<file path="src/rtl/mc_control_pkg.sv">
// Shared definitions for the multicycle controller: state encoding, ALU control
// codes, opcode/funct constants and the control-word payload.
package mc_control_pkg;

  localparam int unsigned OP_W    = 6;
  localparam int unsigned FUNCT_W = 6;
  localparam int unsigned ALUC_W  = 4;
  localparam int unsigned SEL_W   = 2;
  localparam int unsigned STATE_W = 4;

  typedef enum logic [STATE_W-1:0] {
    FETCH,
    DECODE,
    MEMADR,
    MEMRD,
    MEMWB,
    MEMWR,
    RTYPEEX,
    RTYPEWB,
    BEQEX,
    ADDIEX,
    ADDIWB,
    JEX
  } state_e;

  // ALU operation codes, shared with the ALU itself
  localparam logic [ALUC_W-1:0] ALU_AND = 4'b0000;
  localparam logic [ALUC_W-1:0] ALU_OR  = 4'b0001;
  localparam logic [ALUC_W-1:0] ALU_ADD = 4'b0010;
  localparam logic [ALUC_W-1:0] ALU_SUB = 4'b0110;
  localparam logic [ALUC_W-1:0] ALU_SLT = 4'b0111;
  localparam logic [ALUC_W-1:0] ALU_NOR = 4'b1100;

  localparam logic [OP_W-1:0] OP_RTYPE = 6'b000000;
  localparam logic [OP_W-1:0] OP_J     = 6'b000010;
  localparam logic [OP_W-1:0] OP_BEQ   = 6'b000100;
  localparam logic [OP_W-1:0] OP_ADDI  = 6'b001000;
  localparam logic [OP_W-1:0] OP_LW    = 6'b100011;
  localparam logic [OP_W-1:0] OP_SW    = 6'b101011;

  localparam logic [FUNCT_W-1:0] FN_ADD = 6'b100000;
  localparam logic [FUNCT_W-1:0] FN_SUB = 6'b100010;
  localparam logic [FUNCT_W-1:0] FN_AND = 6'b100100;
  localparam logic [FUNCT_W-1:0] FN_OR  = 6'b100101;
  localparam logic [FUNCT_W-1:0] FN_NOR = 6'b100111;
  localparam logic [FUNCT_W-1:0] FN_SLT = 6'b101010;

  localparam logic [SEL_W-1:0] SRCB_REGB  = 2'b00;
  localparam logic [SEL_W-1:0] SRCB_FOUR  = 2'b01;
  localparam logic [SEL_W-1:0] SRCB_IMM   = 2'b10;
  localparam logic [SEL_W-1:0] SRCB_IMMSH = 2'b11;

  localparam logic [SEL_W-1:0] PCSRC_ALU    = 2'b00;
  localparam logic [SEL_W-1:0] PCSRC_ALUOUT = 2'b01;
  localparam logic [SEL_W-1:0] PCSRC_JUMP   = 2'b10;

  typedef struct packed {
    logic [ALUC_W-1:0] alucontrol;
    logic              alusrca;
    logic [SEL_W-1:0]  alusrcb;
    logic [SEL_W-1:0]  pcsrc;
    logic              pcen;
    logic              irwrite;
    logic              memwrite;
    logic              regwrite;
    logic              iord;
    logic              regdst;
    logic              memtoreg;
    logic              illegal;
  } ctrl_t;

  // Idle control word: no strobes, all selects zero, ALU adding
  function automatic ctrl_t ctrl_default();
    ctrl_t c;
    c            = '0;
    c.alucontrol = ALU_ADD;
    return c;
  endfunction

endpackage

</file>
<file path="src/rtl/mc_control_if.sv">
// Controller <-> datapath bundle: instruction fields and zero flag in,
// control strobes and mux selects out.
interface mc_control_if import mc_control_pkg::*; ();

  logic [OP_W-1:0]    opcode;
  logic [FUNCT_W-1:0] funct;
  logic               zero;
  logic [ALUC_W-1:0]  alucontrol;
  logic               alusrca;
  logic [SEL_W-1:0]   alusrcb;
  logic [SEL_W-1:0]   pcsrc;
  logic               pcen;
  logic               irwrite;
  logic               memwrite;
  logic               regwrite;
  logic               iord;
  logic               regdst;
  logic               memtoreg;
  logic               illegal;

  modport master (
    input  opcode, funct, zero,
    output alucontrol, alusrca, alusrcb, pcsrc, pcen, irwrite, memwrite,
           regwrite, iord, regdst, memtoreg, illegal
  );

  modport slave (
    output opcode, funct, zero,
    input  alucontrol, alusrca, alusrcb, pcsrc, pcen, irwrite, memwrite,
           regwrite, iord, regdst, memtoreg, illegal
  );

endinterface

</file>
<file path="src/rtl/mc_control_alu_decoder.sv">
// R-type funct field to ALU operation, flagging functs the datapath cannot execute.
module alu_decoder import mc_control_pkg::*; (
  input  logic [FUNCT_W-1:0] funct_i,
  output logic [ALUC_W-1:0]  alucontrol_c_o,
  output logic               funct_illegal_c_o
);

  always_comb begin
    alucontrol_c_o    = ALU_ADD;
    funct_illegal_c_o = 1'b0;
    case (funct_i)
      FN_ADD:  alucontrol_c_o = ALU_ADD;
      FN_SUB:  alucontrol_c_o = ALU_SUB;
      FN_AND:  alucontrol_c_o = ALU_AND;
      FN_OR:   alucontrol_c_o = ALU_OR;
      FN_SLT:  alucontrol_c_o = ALU_SLT;
      FN_NOR:  alucontrol_c_o = ALU_NOR;
      default: funct_illegal_c_o = 1'b1;
    endcase
  end

endmodule

</file>
<file path="src/rtl/mc_control.sv">
// Multicycle MIPS-subset controller: Moore FSM whose control word is decoded
// from the current state; only pcen (branch) also looks at the ALU zero flag.
module mc_control import mc_control_pkg::*; (
  input  logic         clk,
  input  logic         reset,
  mc_control_if.master bus
);

  state_e            state_q;
  state_e            state_d;
  ctrl_t             ctrl_c;
  logic [ALUC_W-1:0] rtype_aluc_c;
  logic              funct_bad_c;

  alu_decoder u_alu_decoder (
    .funct_i          (bus.funct),
    .alucontrol_c_o   (rtype_aluc_c),
    .funct_illegal_c_o(funct_bad_c)
  );

  always_ff @(posedge clk) begin
    if (reset) state_q <= FETCH;
    else       state_q <= state_d;
  end

  always_comb begin
    state_d = state_q;
    ctrl_c  = ctrl_default();
    case (state_q)
      FETCH: begin
        ctrl_c.irwrite = 1'b1;
        ctrl_c.pcen    = 1'b1;
        ctrl_c.alusrcb = SRCB_FOUR;
        state_d        = DECODE;
      end
      DECODE: begin
        // Branch target is precomputed here in case this turns out to be a beq
        ctrl_c.alusrcb = SRCB_IMMSH;
        case (bus.opcode)
          OP_LW, OP_SW: state_d = MEMADR;
          OP_RTYPE:     state_d = RTYPEEX;
          OP_BEQ:       state_d = BEQEX;
          OP_ADDI:      state_d = ADDIEX;
          OP_J:         state_d = JEX;
          default: begin
            ctrl_c.illegal = 1'b1;
            state_d        = FETCH;
          end
        endcase
      end
      MEMADR: begin
        ctrl_c.alusrca = 1'b1;
        ctrl_c.alusrcb = SRCB_IMM;
        state_d        = (bus.opcode == OP_LW) ? MEMRD : MEMWR;
      end
      MEMRD: begin
        ctrl_c.iord = 1'b1;
        state_d     = MEMWB;
      end
      MEMWB: begin
        ctrl_c.regwrite = 1'b1;
        ctrl_c.memtoreg = 1'b1;
        state_d         = FETCH;
      end
      MEMWR: begin
        ctrl_c.iord     = 1'b1;
        ctrl_c.memwrite = 1'b1;
        state_d         = FETCH;
      end
      RTYPEEX: begin
        ctrl_c.alusrca = 1'b1;
        ctrl_c.alusrcb = SRCB_REGB;
        if (funct_bad_c) begin
          ctrl_c.illegal = 1'b1;
          state_d        = FETCH;
        end else begin
          ctrl_c.alucontrol = rtype_aluc_c;
          state_d           = RTYPEWB;
        end
      end
      RTYPEWB: begin
        ctrl_c.regwrite = 1'b1;
        ctrl_c.regdst   = 1'b1;
        state_d         = FETCH;
      end
      BEQEX: begin
        ctrl_c.alusrca    = 1'b1;
        ctrl_c.alusrcb    = SRCB_REGB;
        ctrl_c.alucontrol = ALU_SUB;
        ctrl_c.pcsrc      = PCSRC_ALUOUT;
        ctrl_c.pcen       = bus.zero;
        state_d           = FETCH;
      end
      ADDIEX: begin
        ctrl_c.alusrca = 1'b1;
        ctrl_c.alusrcb = SRCB_IMM;
        state_d        = ADDIWB;
      end
      ADDIWB: begin
        ctrl_c.regwrite = 1'b1;
        state_d         = FETCH;
      end
      JEX: begin
        ctrl_c.pcsrc = PCSRC_JUMP;
        ctrl_c.pcen  = 1'b1;
        state_d      = FETCH;
      end
      default: state_d = FETCH;
    endcase
    // Reset may land mid-instruction; suppress any strobe of the aborted state
    if (reset) ctrl_c = ctrl_default();
  end

  assign bus.alucontrol = ctrl_c.alucontrol;
  assign bus.alusrca    = ctrl_c.alusrca;
  assign bus.alusrcb    = ctrl_c.alusrcb;
  assign bus.pcsrc      = ctrl_c.pcsrc;
  assign bus.pcen       = ctrl_c.pcen;
  assign bus.irwrite    = ctrl_c.irwrite;
  assign bus.memwrite   = ctrl_c.memwrite;
  assign bus.regwrite   = ctrl_c.regwrite;
  assign bus.iord       = ctrl_c.iord;
  assign bus.regdst     = ctrl_c.regdst;
  assign bus.memtoreg   = ctrl_c.memtoreg;
  assign bus.illegal    = ctrl_c.illegal;

endmodule

</file>
<file path="src/flat_wrapper.sv">
// flat-port wrapper written by rule: the top's interface ports become plain ports
module mc_control_flat import mc_control_pkg::*;
  (clk, reset, bus_opcode, bus_funct, bus_zero, bus_alucontrol, bus_alusrca, bus_alusrcb, bus_pcsrc, bus_pcen, bus_irwrite, bus_memwrite, bus_regwrite, bus_iord, bus_regdst, bus_memtoreg, bus_illegal);
  mc_control_if bus_i ();
  input  logic clk;
  input  logic reset;
  input wire logic [$bits(bus_i.opcode)-1:0] bus_opcode;
  input wire logic [$bits(bus_i.funct)-1:0] bus_funct;
  input wire logic [$bits(bus_i.zero)-1:0] bus_zero;
  output wire logic [$bits(bus_i.alucontrol)-1:0] bus_alucontrol;
  output wire logic [$bits(bus_i.alusrca)-1:0] bus_alusrca;
  output wire logic [$bits(bus_i.alusrcb)-1:0] bus_alusrcb;
  output wire logic [$bits(bus_i.pcsrc)-1:0] bus_pcsrc;
  output wire logic [$bits(bus_i.pcen)-1:0] bus_pcen;
  output wire logic [$bits(bus_i.irwrite)-1:0] bus_irwrite;
  output wire logic [$bits(bus_i.memwrite)-1:0] bus_memwrite;
  output wire logic [$bits(bus_i.regwrite)-1:0] bus_regwrite;
  output wire logic [$bits(bus_i.iord)-1:0] bus_iord;
  output wire logic [$bits(bus_i.regdst)-1:0] bus_regdst;
  output wire logic [$bits(bus_i.memtoreg)-1:0] bus_memtoreg;
  output wire logic [$bits(bus_i.illegal)-1:0] bus_illegal;
  assign bus_i.opcode = bus_opcode;
  assign bus_i.funct = bus_funct;
  assign bus_i.zero = bus_zero;
  assign bus_alucontrol = bus_i.alucontrol;
  assign bus_alusrca = bus_i.alusrca;
  assign bus_alusrcb = bus_i.alusrcb;
  assign bus_pcsrc = bus_i.pcsrc;
  assign bus_pcen = bus_i.pcen;
  assign bus_irwrite = bus_i.irwrite;
  assign bus_memwrite = bus_i.memwrite;
  assign bus_regwrite = bus_i.regwrite;
  assign bus_iord = bus_i.iord;
  assign bus_regdst = bus_i.regdst;
  assign bus_memtoreg = bus_i.memtoreg;
  assign bus_illegal = bus_i.illegal;
  mc_control u_core (.clk(clk), .reset(reset), .bus(bus_i));
endmodule
</file>
<file path="config.mk">
export PLATFORM = sky130hd
export DESIGN_NAME = mc_control_flat
export DESIGN_NICKNAME = d
export VERILOG_FILES = /design/src/rtl/mc_control_pkg.sv /design/src/rtl/mc_control_if.sv /design/src/rtl/mc_control_alu_decoder.sv /design/src/rtl/mc_control.sv /design/src/flat_wrapper.sv
export SDC_FILE = /design/constraint.sdc
export NUM_CORES = 1
export LEC_CHECK = 0
export CORE_MARGIN = 1
export CORE_UTILIZATION = 42
export DETAILED_ROUTE_END_ITERATION = 7
export GPL_ROUTABILITY_DRIVEN = 0
export HOLD_SLACK_MARGIN = 0.08
export PLACE_DENSITY = 0.83
export SLEW_MARGIN = 20
export SYNTH_ARGS = -nofsm -noshare
export SYNTH_HDL_FRONTEND = slang
export SYNTH_SLANG_ARGS = --single-unit
</file>
<file path="constraint.sdc">
create_clock -name clk -period 3.6 [get_ports clk]
set_input_delay 0.36 -clock clk [delete_from_list [all_inputs] [get_ports clk]]
set_output_delay 0.36 -clock clk [all_outputs]
set_load 0.05 [all_outputs]
</file>
==> results.sh <==
export IMPL_status="finished, final reports clean"
export IMPL_root_buffer="clkbuf_4"
export IMPL_syn_avg_cell_area_um2=7.31
export IMPL_cts_hold_buf=0
export IMPL_num_nets_final=133
export IMPL_ctsResizeCount=0
export IMPL_largestRegisters="u_core.state_q: 4 flops"
export IMPL_seqPwrFrac=0.271
export IMPL_postCtsSetupBuffers=0
export IMPL_syn_inst=89
export IMPL_grt_use_met2=0.379
export IMPL_cts_buffers=3
export IMPL_finalSetupViolations=0
export IMPL_end_kind="output port"
export IMPL_clkPwrFrac=0.324
export IMPL_clk_latency_ns=0.24
export IMPL_fin_area_um2=957
export IMPL_top_usage_layer="met2"
export IMPL_fin_tns_setup_ns=0
export IMPL_cp_start_kind="input pin"
export IMPL_power_frac_comb=0.406
export IMPL_path_clk_slew_ns=0.05
export IMPL_power_density_mw_per_mm2=197
export IMPL_synth_seq_cells=4
export IMPL_clock_path_buffers=2
export IMPL_use_met1=0.363
export IMPL_drv_cap=0
export IMPL_track_usage=0.240
export IMPL_finalClockSkew_ns=0.00340
export IMPL_use_met3=0
export IMPL_first_pass_iters=4
export IMPL_regMostFlops="u_core.state_q"
export IMPL_p_int_mw=0.117
export IMPL_core_area_mm2=0.00137
export IMPL_rsz0062_at_grt="false"
export IMPL_seq_area_frac_synth=0.123
export IMPL_n_antenna_cell=0
export IMPL_fp_row_count=13
export IMPL_p_leak_nw=0.286
export IMPL_crit_type="input pin to output port"
export IMPL_die_w_um=41.4
export IMPL_antenna_found_initial=0
export IMPL_drv_slew=0
export IMPL_p_sw_mw=0.0714
export IMPL_cts_htree_levels=1
export IMPL_period_share=0.893
export IMPL_ir_worst_vdd_v=0.000145
export IMPL_wire_per_inst_um=14.6
export IMPL_design_die_area_mm2=0.00171
export IMPL_yosysWarnings=0
export IMPL_cts_tree="done"
export IMPL_routed_wirelength_um=1910
export IMPL_port_buffers=31
export IMPL_die_h_um=41.4
export IMPL_switching_share=0.378
export IMPL_required_ns=3.24
export IMPL_synth_area_um2=651
export IMPL_utilization=0.701
export IMPL_start_util=0.476
export IMPL_drive_above_1_share=0.103
export IMPL_ys_types=43
export IMPL_post_route_min_period_ns=3.21
export IMPL_cts_sinks=4
export IMPL_largest_reg_flops=4
export IMPL_grt_pass1_vias=606
export IMPL_place_hpwl_um=1380
export IMPL_vias=819
export IMPL_drtAntennaViolNets=0
export IMPL_worst_pin_slew_ns=0.512
export IMPL_synth_nets=104
export IMPL_hp_class="register to register"
export IMPL_overflow=0
export IMPL_grt_max_degree=18
export IMPL_vias_per_cell=6.25
export IMPL_cp_max_fo=11
export IMPL_max_freq_mhz=311
export IMPL_area_delta_synth_final_pct=47.1
export IMPL_drc=0
export IMPL_io_pins=32
export IMPL_hold_viol=0
export IMPL_placed_area_um2=935
export IMPL_drtIter0Drc=32
export IMPL_maxSlewHeadroom=0.658
export IMPL_grt_pass1_wl_um=2790
export IMPL_arrival_ns=2.85
==> metrics by stage <==
stage	power, mW	hold slack (ns)	setup slack, ns	std cells
floorplan	0.0943	0.562	0.676	89
global placement	0.126	0.676	0.479	128
detailed placement	0.127	0.672	0.468	128
CTS	0.187	0.688	0.418	131
global route	0.194	0.736	0.312	131
finish	0.189	0.693	0.386	131
==> power groups by stage <==
stage               clock network (mW)  logic (mW)  registers [mW]
floorplan                            0      0.0465          0.0478
global placement                     0      0.0740          0.0515
detailed placement                   0      0.0751          0.0516
CTS                             0.0609      0.0758          0.0507
global route                    0.0622      0.0809          0.0512
finish                          0.0610      0.0765          0.0510
==> worst paths after layout <==
kind,from,to,slack [ns],cells past startpoint
max,reset,bus_illegal,0.39,5
min,u_core.state_q[3],u_core.state_q[0],0.69,1
max reg2reg,u_core.state_q[1],u_core.state_q[1],1.93,4
min reg2reg,u_core.state_q[3],u_core.state_q[0],0.69,1
==> critical path: stages <==
cell and delay (ns):
clkdlybuf4s50_1 0.59, or3_1 0.45, or4_1 0.54, o21ai_1 0.10
clkdlybuf4s50_1 0.82
==> cell type report <==
type                       instances  area, µm²
multi-input combinational         76        518
inverter                           2       7.51
clock buffer                       3       22.5
timing repair buffer              31        310
tap                               15       18.8
sequential                         4       80.1
fill                             123        409
==> cell families (layout without fill, tap and decap cells) <==
logic type | after synthesis | after routing | share of synthesized area
AND/OR/NAND/NOR | 47 | 47 | 0.442
AO/OA/AOI/OAI | 25 | 25 | 0.296
buffers and inverters | 9 | 36 | 0.0808
flip-flops | 4 | 4 | 0.123
XOR/XNOR | 3 | 3 | 0.0404
multiplexers | 1 | 1 | 0.0173
==> routing by layer <==
layer	routed length, µm	up-vias
met5	0	-
met4	23	0
met3	102	5
met2	888	42
met1	894	374
li1	-	398
==> cell usage after synthesis, drive strengths merged <==
library cell / n / area, µm²
o21bai: 2 / 15.0
a21oi: 5 / 25.0
nand3: 3 / 15.0
and4: 1 / 8.76
nor4: 1 / 6.26
xor2: 2 / 17.5
xnor2: 1 / 8.76
a32oi: 1 / 8.76
or3: 2 / 12.5
or2: 2 / 15.0
o311ai: 1 / 8.76
o21a: 1 / 7.51
a31oi: 1 / 6.26
a31o: 1 / 8.76
clkbuf: 4 / 15.0
o211ai: 1 / 7.51
nand3b: 2 / 15.0
nand4b: 1 / 8.76
or4: 3 / 22.5
a2111oi: 3 / 38.8
nor2: 9 / 41.3
nand2b: 6 / 37.5
inv: 2 / 7.51
nor4b: 1 / 8.76
mux2: 1 / 11.3
o32ai: 1 / 8.76
or3b: 3 / 28.8
dfxtp: 4 / 80.1
o21ai: 3 / 15.0
nor3: 7 / 35.0
o22ai: 1 / 12.5
a211oi: 3 / 22.5
nor2b: 1 / 6.26
a21boi: 1 / 7.51
nor3b: 2 / 15.0
buf: 3 / 30.0
nand2: 3 / 11.3
==> placed cells by master (no fill, tap or decap), types with 2 or more instances in the layout <==
cell	instances
inv_1	2
clkbuf_4	3
or4_1	3
or3_1	2
nand2b_1	6
a21oi_1	5
a2111oi_2	2
nand2_1	3
nand3_1	3
xor2_1	2
o21bai_1	2
dfxtp_1	4
nor2_1	8
nand3b_1	2
nor3_1	7
nor3b_1	2
clkdlybuf4s50_1	31
or3b_1	2
a211oi_1	3
o21ai_0	2
Note: power is estimated with default switching activity, not from simulation.
